--- config.mk ---
export PLATFORM = sky130hd
export DESIGN_NAME = rrp_otf_convert
export DESIGN_NICKNAME = d
export VERILOG_FILES = /design/src/rtl/rrp_otf_convert.sv
export SDC_FILE = /design/constraint.sdc
export NUM_CORES = 1
export LEC_CHECK = 0
export CAP_MARGIN = 20
export CORE_MARGIN = 2
export CORE_UTILIZATION = 55
export CTS_BUF_LIST = sky130_fd_sc_hd__clkbuf_2
export CTS_CLUSTER_DIAMETER = 50
export DETAILED_ROUTE_END_ITERATION = 12
export DONT_BUFFER_PORTS = 1
export PLACE_DENSITY = 0.7
export SETUP_SLACK_MARGIN = 0.5
export SYNTH_ARGS = -nofsm -noshare
export SYNTH_HDL_FRONTEND = slang
export SYNTH_SLANG_ARGS = --single-unit
--- constraint.sdc ---
create_clock -name clock -period 2.9 [get_ports clock]
set_input_delay 0.29 -clock clock [delete_from_list [all_inputs] [get_ports clock]]
set_output_delay 0.29 -clock clock [all_outputs]
set_load 0.01 [all_outputs]
--- src/rtl/rrp_otf_convert.sv ---
// ----------------------------------------------------------------------------
// rrp_otf_convert
// Converts one MSD-first radix-RADIX signed-digit word into a two's
// complement integer by on-the-fly conversion. One digit is consumed per
// cycle and there is no carry propagation.
//
// Parameters
//   WIDTH  number of signed digits per word
//   RADIX  digit radix (power of two, >= 2); digit width D = log2(RADIX)+1
//
// Ports
//   clock      rising-edge clock
//   reset      asynchronous active-high reset
//   in_valid   word present on in_digits
//   in_ready   converter can accept a word (registered)
//   in_digits  WIDTH digits, D-bit two's complement each, MSD in the top bits
//   out_valid  out_value holds a completed conversion (registered)
//   out_ready  consumer accepts out_value
//   out_value  converted integer, log2(RADIX)*WIDTH+1 bits (registered)
//   out_err    an illegal digit (-RADIX) was seen in this word
//
// Build option
//   RRP_OTF_ERR_CHECK_EN  when defined, digits equal to -RADIX raise a
//                         sticky per-frame flag shown on out_err; otherwise
//                         out_err is tied low.
// ----------------------------------------------------------------------------
module rrp_otf_convert #(
    parameter int unsigned WIDTH = 15,
    parameter int unsigned RADIX = 2
) (
    input  logic                                   clock,
    input  logic                                   reset,
    input  logic                                   in_valid,
    output logic                                   in_ready,
    input  logic [($clog2(RADIX)+1)*WIDTH-1:0]     in_digits,
    output logic                                   out_valid,
    input  logic                                   out_ready,
    output logic [$clog2(RADIX)*WIDTH:0]           out_value,
    output logic                                   out_err
);

    localparam int unsigned L  = $clog2(RADIX);
    localparam int unsigned D  = L + 1;
    localparam int unsigned N  = L * WIDTH + 1;
    localparam int unsigned CW = $clog2(WIDTH + 1);

    typedef enum logic [1:0] {
        S_IDLE,
        S_CONV,
        S_DONE
    } state_t;

    state_t             r_state;
    state_t             w_state_next;

    logic [D*WIDTH-1:0] r_word;
    logic [N-1:0]       r_q;
    logic [N-1:0]       r_qm;
    logic [CW-1:0]      r_count;

    logic [D-1:0]       w_d;
    logic               w_d_neg;
    logic               w_d_pos;
    logic [L-1:0]       w_dm1;
    logic [N-1:0]       w_q_next;
    logic [N-1:0]       w_qm_next;
    logic               w_accept;
    logic               w_last;

    // Current digit is always the top slot of the shift register.
    assign w_d     = r_word[D*WIDTH-1 -: D];
    assign w_d_neg = w_d[D-1];
    assign w_d_pos = !w_d_neg && (w_d != '0);

    // RADIX = 2^L, so (RADIX+d) and d share their low L bits, and likewise
    // (RADIX-1+d) and (d-1); only d and d-1 are needed for the appended digit.
    assign w_dm1     = w_d[L-1:0] - L'(1);
    assign w_q_next  = w_d_neg ? {r_qm[N-L-1:0], w_d[L-1:0]} : {r_q[N-L-1:0], w_d[L-1:0]};
    assign w_qm_next = w_d_pos ? {r_q[N-L-1:0], w_dm1}       : {r_qm[N-L-1:0], w_dm1};

    assign w_accept = in_valid && in_ready;
    assign w_last   = (r_count == CW'(WIDTH - 1));

    // State register and registered handshake outputs.
    always_ff @(posedge clock or posedge reset) begin
        if (reset) begin
            r_state   <= S_IDLE;
            in_ready  <= 1'b1;
            out_valid <= 1'b0;
        end else begin
            r_state   <= w_state_next;
            in_ready  <= (w_state_next == S_IDLE);
            out_valid <= (w_state_next == S_DONE);
        end
    end

    // Next-state logic.
    always_comb begin
        w_state_next = r_state;
        case (r_state)
            S_IDLE:  if (w_accept)  w_state_next = S_CONV;
            S_CONV:  if (w_last)    w_state_next = S_DONE;
            S_DONE:  if (out_ready) w_state_next = S_IDLE;
            default:                w_state_next = S_IDLE;
        endcase
    end

    // Conversion datapath: capture, shift, Q/QM update, result load.
    always_ff @(posedge clock or posedge reset) begin
        if (reset) begin
            r_word    <= '0;
            r_q       <= '0;
            r_qm      <= '1;
            r_count   <= '0;
            out_value <= '0;
        end else begin
            case (r_state)
                S_IDLE: begin
                    if (w_accept) begin
                        r_word  <= in_digits;
                        r_q     <= '0;
                        r_qm    <= '1;
                        r_count <= '0;
                    end
                end
                S_CONV: begin
                    r_word  <= r_word << D;
                    r_count <= r_count + CW'(1);
                    r_q     <= w_q_next;
                    r_qm    <= w_qm_next;
                    if (w_last) out_value <= w_q_next;
                end
                default: ;
            endcase
        end
    end

`ifdef RRP_OTF_ERR_CHECK_EN
    logic r_err;
    logic w_illegal;

    // -RADIX is the single D-bit pattern outside the legal digit set.
    assign w_illegal = (w_d == {1'b1, {L{1'b0}}});

    // Sticky per-frame flag; published on out_err with the result.
    always_ff @(posedge clock or posedge reset) begin
        if (reset) begin
            r_err   <= 1'b0;
            out_err <= 1'b0;
        end else begin
            case (r_state)
                S_IDLE: begin
                    if (w_accept) begin
                        r_err   <= 1'b0;
                        out_err <= 1'b0;
                    end
                end
                S_CONV: begin
                    r_err <= r_err | w_illegal;
                    if (w_last) out_err <= r_err | w_illegal;
                end
                default: ;
            endcase
        end
    end
`else
    assign out_err = 1'b0;
`endif

endmodule

## Yosys cells after proc, flatten, opt, wreduce, memory -nomap -nowiden

Cells that the tools add are included.

| operators by class | value |
|---|---|
| add/subtract/negate cells | 2 |
| eq/ne operators | 5 |
| muxes and demuxes | 14 |
| reductions and logical operators | 9 |

Operator list:

| cell | number |
|---|---|
| case mux 15 bit (2 select lines) | 2 |
| case mux 30 bit (2 select lines) | 1 |
| 2-to-1 mux 15 bit | 3 |
| 2-to-1 mux 30 bit | 1 |
| 2-to-1 mux 16 bit | 1 |
| case mux 4 bit (2 select lines) | 1 |
| 2-to-1 mux 2 bit | 3 |
| case mux 2 bit (3 select lines) | 1 |
| adder 4 x 1 -> 4 bit, second input constant | 1 |
| == test 2 bit, second input constant | 2 |
| == test 4 bit, second input constant | 1 |
| logical NOT 2 bit | 2 |
| 2-to-1 mux 4 bit | 1 |
| AND reduction 2 bit | 2 |
| nonzero test 2 bit | 2 |
| == test 2 x 1 -> 1 bit, second input constant | 1 |
| logical AND 1 bit | 2 |
| inequality test 2 bit, second input constant | 1 |
| logical NOT 1 bit | 1 |
| subtractor 1 bit, second input constant | 1 |

| storage, ports and cells | value |
|---|---|
| register bits after elaboration | 84 |
| output and inout bits | 19 |
| word-level logic and storage cells | 38 |

## Logic depth before layout (Yosys ltp)

Gate-level depths: netlist of run 1.

| logic depth | value |
|---|---|
| depth in word-level cells | 4 |
| mapped depth | 7 |

## Least setup slack after synthesis of run 1

OpenSTA, ideal clock, no wires.

| path | value |
|---|---|
| path kind | reg-to-reg |
| from | register r_count[0] |
| to | register out_value[11] |
| setup time | 0.127 ns |
| arrival | 1.372 ns |
| setup slack | 1.401 ns |
| cell stages (with the launch flop) | 7 |
| path buffers | 1 |
| clock period less this slack | 1.499 ns |
| cell sequence | dfrtp_1 -> inv_1 -> ha_1 -> and3_1 -> and2_1 -> buf_4 -> mux2_1 |

| on the way | value |
|---|---|
| longest elaborated chain between the ends | 2 |

Ends and longest elaborated chain:

| what | line | source |
|---|---|---|
| start, declared | 59 | `logic [CW-1:0] r_count;` |
| start signal, assigned | 128 | `r_count <= r_count + CW'(1);` |
| == test 4 bit | 82 | `assign w_last = (r_count == CW'(WIDTH - 1));` |
| AND reduction 2 bit (no source line) | - |  |
| end signal, assigned | 131 | `if (w_last) out_value <= w_q_next;` |
| end, declared | 38 | `output logic [$clog2(RADIX)*WIDTH:0] out_value,` |

Every way passes these cells.
A chain may end at the register's enable or synchronous reset.

## Worst setup path after layout of run 1

| path | value |
|---|---|
| from | register r_count[0] |
| to | register out_value[0] |

Same word-level chain as after synthesis.

==> impl_metrics.py, run 1 <==
metrics = {
    "global_routing": {
        "grt-ovfl-total": 0,
        "grt_max_degree": 53,
        "grt_antenna_before_repair": 0,
        "grt_use_total_pct": 22.4,
        "grt_pass1_wl_um": 12600,
        "grt_pass1_vias": 2562,
    },
    "place": {
        "io_buffers": 0,
        "dp_cells": 373,
        "hpwl_um": 4510,
        "globalplace.congestion": 0.733,
    },
    "cts": {
        "postCtsSetupBuffers": 0,
        "cts_tree": "built",
        "clock_path_buffers": 2,
        "cts_buffers": 9,
        "htreeDepth": 3,
        "ctsRootBufferMaster": "clkbuf_2",
        "clk_latency_ns": 0.53,
        "clk_pin_slew_ns": 0.20,
        "cts_sinks": 84,
    },
    "setup_path": {
        "required_ns": 3.33,
        "crit_path_top_delay_cell": "and2_1",
        "crit_type": "reg -> reg",
        "critPathLaunchType": "flop",
        "crit_path_max_fanout": 18,
        "path_cells": "inv_1 > ha_1 > and3_1 > buf_4 > and2_1 > mux2_2",
        "critPathArrivalTime_ns": 2.53,
        "crit_path_end_kind": "flop",
        "slowest_delay_ns": 0.62,
    },
    "synth": {
        "avgSynthCellArea_um2": 11.6,
        "synth-edff-count": 0,
        "synth_seq_area_share_pct": 58.4,
        "async_reset_ff_share_pct": 100,
        "synth-seq-cells": 84,
        "synthCells": 312,
        "synth_cell_type_count": 36,
        "netlist_area_um2": 3630,
        "synth_flop_cell": "dfrtp_1",
        "yosys_warnings": 0,
        "synth.net_count": 348,
    },
    "sta": {
        "setup_viol": 0,
        "rsz0062_at_grt": "false",
        "worst_pin_slew_ns": 0.941,
        "final_max_slew_viol_count": 0,
        "period_share_pct": 72.5,
        "skew_ns": 0.0159,
        "clock.fmax_mhz": 476,
        "period_needed_ns": 2.10,
        "hold_violations": 0,
        "max-slew-margin-rel_pct": 37.2,
        "setup_tns_ns": 0,
    },
    "hold_path": {
        "hp-class": "in -> reg",
    },
    "pwr": {
        "power_mw": 4.57,
        "pwr-share-clk_pct": 12.8,
        "p_leak_nw": 1.87,
        "intPower_mw": 2.82,
        "combPwrFrac_pct": 38.8,
        "peakVddDrop_uv": 671,
        "power.density_nw_per_um2": 1110,
        "switching_share_pct": 38.3,
        "pwr-share-seq_pct": 48.4,
        "p_switching_mw": 1.75,
    },
    "floorplan": {
        "num_io_pins": 53,
        "dieArea_um2": 7270,
        "die_h_um": 85.3,
        "start_util_pct": 56.9,
        "die_w_um": 85.3,
        "fp.coreArea_um2": 6390,
        "row_count": 29,
    },
    "layout": {
        "final_common_cell": "dfrtp_1",
        "diodes": 0,
        "finalNonFillerCells": 421,
        "num-nets-final": 375,
        "area_delta_synth_final_pct": 13.0,
        "fill_cells": 506,
        "final_cell_mix": "68 x dfrtp_1, 45 x a21oi_1, 32 x dlygate4sd3_1, 26 x mux2i_1, 23 x inv_1",
        "drive_gt1_share_pct": 15.4,
    },
    "outcome": {
        "status": "finished clean",
    },
    "route": {
        "wl_per_cell_um": 17.6,
        "vias": 2481,
        "drt-initial-drc-count": 145,
        "viasPerCell": 5.89,
        "remaining_drc_errors": 0,
        "firstDrtPassIters": 4,
        "wl_um": 7410,
        "drtAntennaViolNets": 0,
    },
    "job": {
        "maxCapViolations": 0,
    },
}
what timing repair did:
action / 4_1_cts / 5_1_grt
hold endpoints to repair: 54 / 0
hold buffers: 32 / 0
gates resized for setup: 0 / 0
cell type report:
type                       instances  area (um2)  share of cell area, %
timing repair buffer              43         415                   10.1
clock buffer                      13        65.1                   1.59
multi-input combinational        177        1270                   31.0
inverter                          24        93.8                   2.29
tap                               77        96.3                   2.35
clock inverter                     3        37.5                  0.915
sequential                        84        2120                   51.7
synthesized netlist by cell type, drive strengths merged (2+ instances only):
cell      n  area, um2
a21oi    46        234
a22o      7       61.3
a22oi     6       45.0
a2bb2oi  15        131
buf      20        120
clkbuf    7       26.3
dfrtp    68       1700
dfstp    16        420
ha        2       25.0
inv      24       90.1
mux2      9        101
mux2i    26        260
nand2     7       26.3
nor2      2       7.51
o21ai     8       40.0
o22ai    22        138
o2bb2ai  11       96.3
or2       3       18.8
routing by layer:
metal  up-vias  GRT usage, %  wire [um]
met2        48          33.8       3450
met3        11          6.23        388
met5         -             0          0
met4         0          9.96        125
li1       1186             -          -
met1      1236          30.3       3440
path summary, 6_finish.rpt:
path / startpoint / endpoint / slack [ns] / cells after the start
worst min register to register: r_word[28] / r_qm[0] / 0.49 / 1
worst max-delay path: r_count[0] / out_value[0] / 0.80 / 6
worst min-delay path: in_valid / r_word[26] / 0.06 / 3
min in group asynchronous: reset / out_value[11] / 0.32 / 2
worst max register to register: r_count[0] / out_value[0] / 0.80 / 6
max in group asynchronous: reset / r_qm[2] / 1.84 / 3
metrics by stage:
stage / setup slack (ns) / instance area, um2 / util (%) / hold slack (ns)
final: 0.799 / 4100 / 64.3 / 0.0563
after detailed placement: 0.832 / 3680 / 57.6 / 0.307
after global routing: 0.654 / 4100 / 64.3 / 0.0499
after floorplan: 1.40 / 3640 / - / 0.423
after CTS: 0.809 / 4100 / 64.3 / 0.0235
after global placement: 0.887 / 3680 / 57.6 / 0.307
registers in the layout, summed over array words and instances (netlist names):
register	cells
r_count	4
out_valid	1
in_ready	1
r_q	15
r_state	2
r_word	30
r_qm	15
out_value	16
power groups by stage:
| stage | logic [mW] | clock network, mW | registers, mW |
|---|---|---|---|
| after floorplan | 1.48 | 0 | 2.11 |
| after global placement | 1.70 | 0 | 2.22 |
| after detailed placement | 1.74 | 0 | 2.24 |
| after CTS | 1.78 | 0.599 | 2.21 |
| after global routing | 1.99 | 0.645 | 2.28 |
| final | 1.77 | 0.585 | 2.21 |
worst max-delay path, delay by kind of cell, from the launching register on:
kind / cells / cell delay (ns)
adders and majority gates: 1 / 0.13
buffers and inverters: 2 / 0.25
DFF: 1 / 0.47
muxes: 1 / 0.41
and+or+nand+nor: 2 / 0.77
logic make-up (layout without fill, tap and decap cells):
kind of cell / after synthesis / after routing / synth area share (%)
AO/OA/AOI/OAI: 115 / 115 / 20.5
flip-flops: 84 / 84 / 58.4
buffers and inverters: 51 / 83 / 6.51
multiplexers: 35 / 35 / 9.96
AND/OR/NAND/NOR: 24 / 24 / 3.79
adder cells (fa/ha/maj): 2 / 2 / 0.689
other: 1 / 1 / 0.103
No activity file was read; power rests on OpenSTA's default activity.
==> run 2: changes to the inputs <==
==> constraint.sdc (replaced) <==
create_clock -name clock -period 2 [get_ports clock]
set_input_delay 0.2 -clock clock [delete_from_list [all_inputs] [get_ports clock]]
set_output_delay 0.2 -clock clock [all_outputs]
set_load 0.01 [all_outputs]
==> impl_metrics.py, run 2 (synthesis gave the netlist of run 1 again) <==
metrics = {
    "layout": {
        "largest_reg_flops": 30,
        "diodes": 0,
        "num-nets-final": 391,
        "area_delta_synth_final_pct": 21.8,
        "largestRegisters": "r_word x30, out_value x16",
        "final_common_cell": "dfrtp_1",
        "final_cell_mix": "65 x dfrtp_1, 37 x a21oi_1, 33 x dlygate4sd3_1, 26 x mux2i_1, 23 x inv_1",
        "fin_util_pct": 69.3,
        "drive_gt1_share_pct": 24.7,
        "regMostFlops": "r_word",
    },
    "floorplan": {
        "row_count": 29,
        "die_w_um": 85.3,
        "dieArea_um2": 7270,
        "start_util_pct": 56.9,
        "num_io_pins": 53,
        "die_h_um": 85.3,
        "fp.coreArea_um2": 6390,
    },
    "cts": {
        "ctsRootBufferMaster": "clkbuf_2",
        "clk_latency_ns": 0.51,
        "cts_sinks": 84,
        "cts_tree": "built",
        "htreeDepth": 3,
        "clk_pin_slew_ns": 0.24,
        "cts_buffers": 9,
        "clock_path_buffers": 2,
    },
    "route": {
        "wl_per_cell_um": 19.1,
        "wl_um": 8340,
        "drt-initial-drc-count": 154,
        "vias": 2612,
        "viasPerCell": 5.98,
        "firstDrtPassIters": 4,
        "drtAntennaViolNets": 0,
        "remaining_drc_errors": 0,
    },
    "setup_path": {
        "rr_endpoint": "r_word[1]",
        "critPathArrivalTime_ns": 1.95,
        "crit_start": "in_ready",
        "critPathLaunchType": "flop",
        "ff2ff_path_depth": 4,
        "required_ns": 2.41,
        "crit_type": "reg -> reg",
        "reg2reg_from": "in_ready",
        "crit_path_end_kind": "flop",
        "crit_path_max_fanout": 8,
        "timing.reg2reg.setup_slack_ns": 0.46,
    },
    "sta": {
        "period_needed_ns": 1.54,
        "hold_violations": 0,
        "skew_ns": 0.0311,
        "period_share_pct": 77.0,
        "final_max_slew_viol_count": 0,
        "fin_ws_ns": 0.461,
        "clock.fmax_mhz": 650,
        "rsz0062_at_grt": "true",
        "setup_tns_ns": 0,
        "setup_viol": 0,
    },
    "global_routing": {
        "grt_max_degree": 45,
        "grt-ovfl-total": 0,
        "grt_use_total_pct": 23.7,
        "grt_pass1_vias": 2700,
        "grt_antenna_before_repair": 0,
        "grt_pass1_wl_um": 13400,
    },
    "job": {
        "maxCapViolations": 0,
    },
    "place": {
        "pre_cts_slack_ns": 0.425,
        "globalplace.congestion": 0.763,
        "hpwl_um": 4570,
        "io_buffers": 0,
    },
    "pwr": {
        "p_leak_nw": 1.98,
        "power_mw": 7.33,
        "power.density_nw_per_um2": 1660,
        "peakVddDrop_uv": 1130,
    },
    "hold_path": {
        "hp-class": "in -> async",
    },
    "outcome": {
        "status": "finished clean",
    },
}
-- run 2: what timing repair did --
item | CTS | global route
hold buffers | 33 | 0
buffers inserted | 4 | 1
gates cloned | 1 | 3
endpoints found under the hold margin | 102 | 0
pin swaps | 2 | 3
endpoints found under the setup margin | 26 | 63
resized for setup | 7 | 25
-- run 2: worst max-delay path by stage --
stage / end / depth (start not counted) / slack (ns)
CTS: r_word[1] / 4 / 0.49
floorplan: out_value[11] / 6 / 0.50
detailed placement: out_value[15] / 6 / 0.42
global placement: r_word[0] / 4 / 0.47
global route: r_word[4] / 4 / 0.39
finish: r_word[1] / 4 / 0.46
-- run 2: power breakdown --
part           switching (mW)  internal (mW)  total [mW]
logic                    1.57           1.63        3.20
clock network           0.590          0.281       0.871
registers               0.671           2.58        3.25
total                    2.83           4.50        7.33
-- run 2: worst max-delay path, stage by stage, from the launching register on --
cell and delay [ns]:
dfstp_2 0.66, a21oi_4 0.07, or2_4 0.33, buf_12 0.16, a22o_1 0.20
-- run 2: area by class of cell --
| type | count | area, um2 |
|---|---|---|
| flip-flops and latches | 84 | 2130 |
| inverters | 24 | 93.8 |
| multi-input cells | 177 | 1360 |
| clock buffers | 9 | 45.0 |
| repair buffers | 59 | 634 |
| fillers | 453 | 1960 |
| well taps | 77 | 96.3 |
| clock inverters | 7 | 67.6 |
-- run 2: metrics by stage --
stage,area (um2),std cells,hold slack [ns]
after floorplan,3640,312,0.333
after global placement,3740,379,0.113
after detailed placement,3740,379,0.125
after CTS,4270,433,0.121
after global routing,4420,437,0.143
final,4420,437,0.140
-- run 2: metal layers --
layer	GRT usage (%)	wire (um)	part of all wire (%)	up-vias
met5	0	0	0	-
met4	8.23	111	1.3	0
met3	5.16	353	4.2	10
met2	36.9	4130	50	55
met1	33.2	3750	45	1332
li1	-	-	-	1215
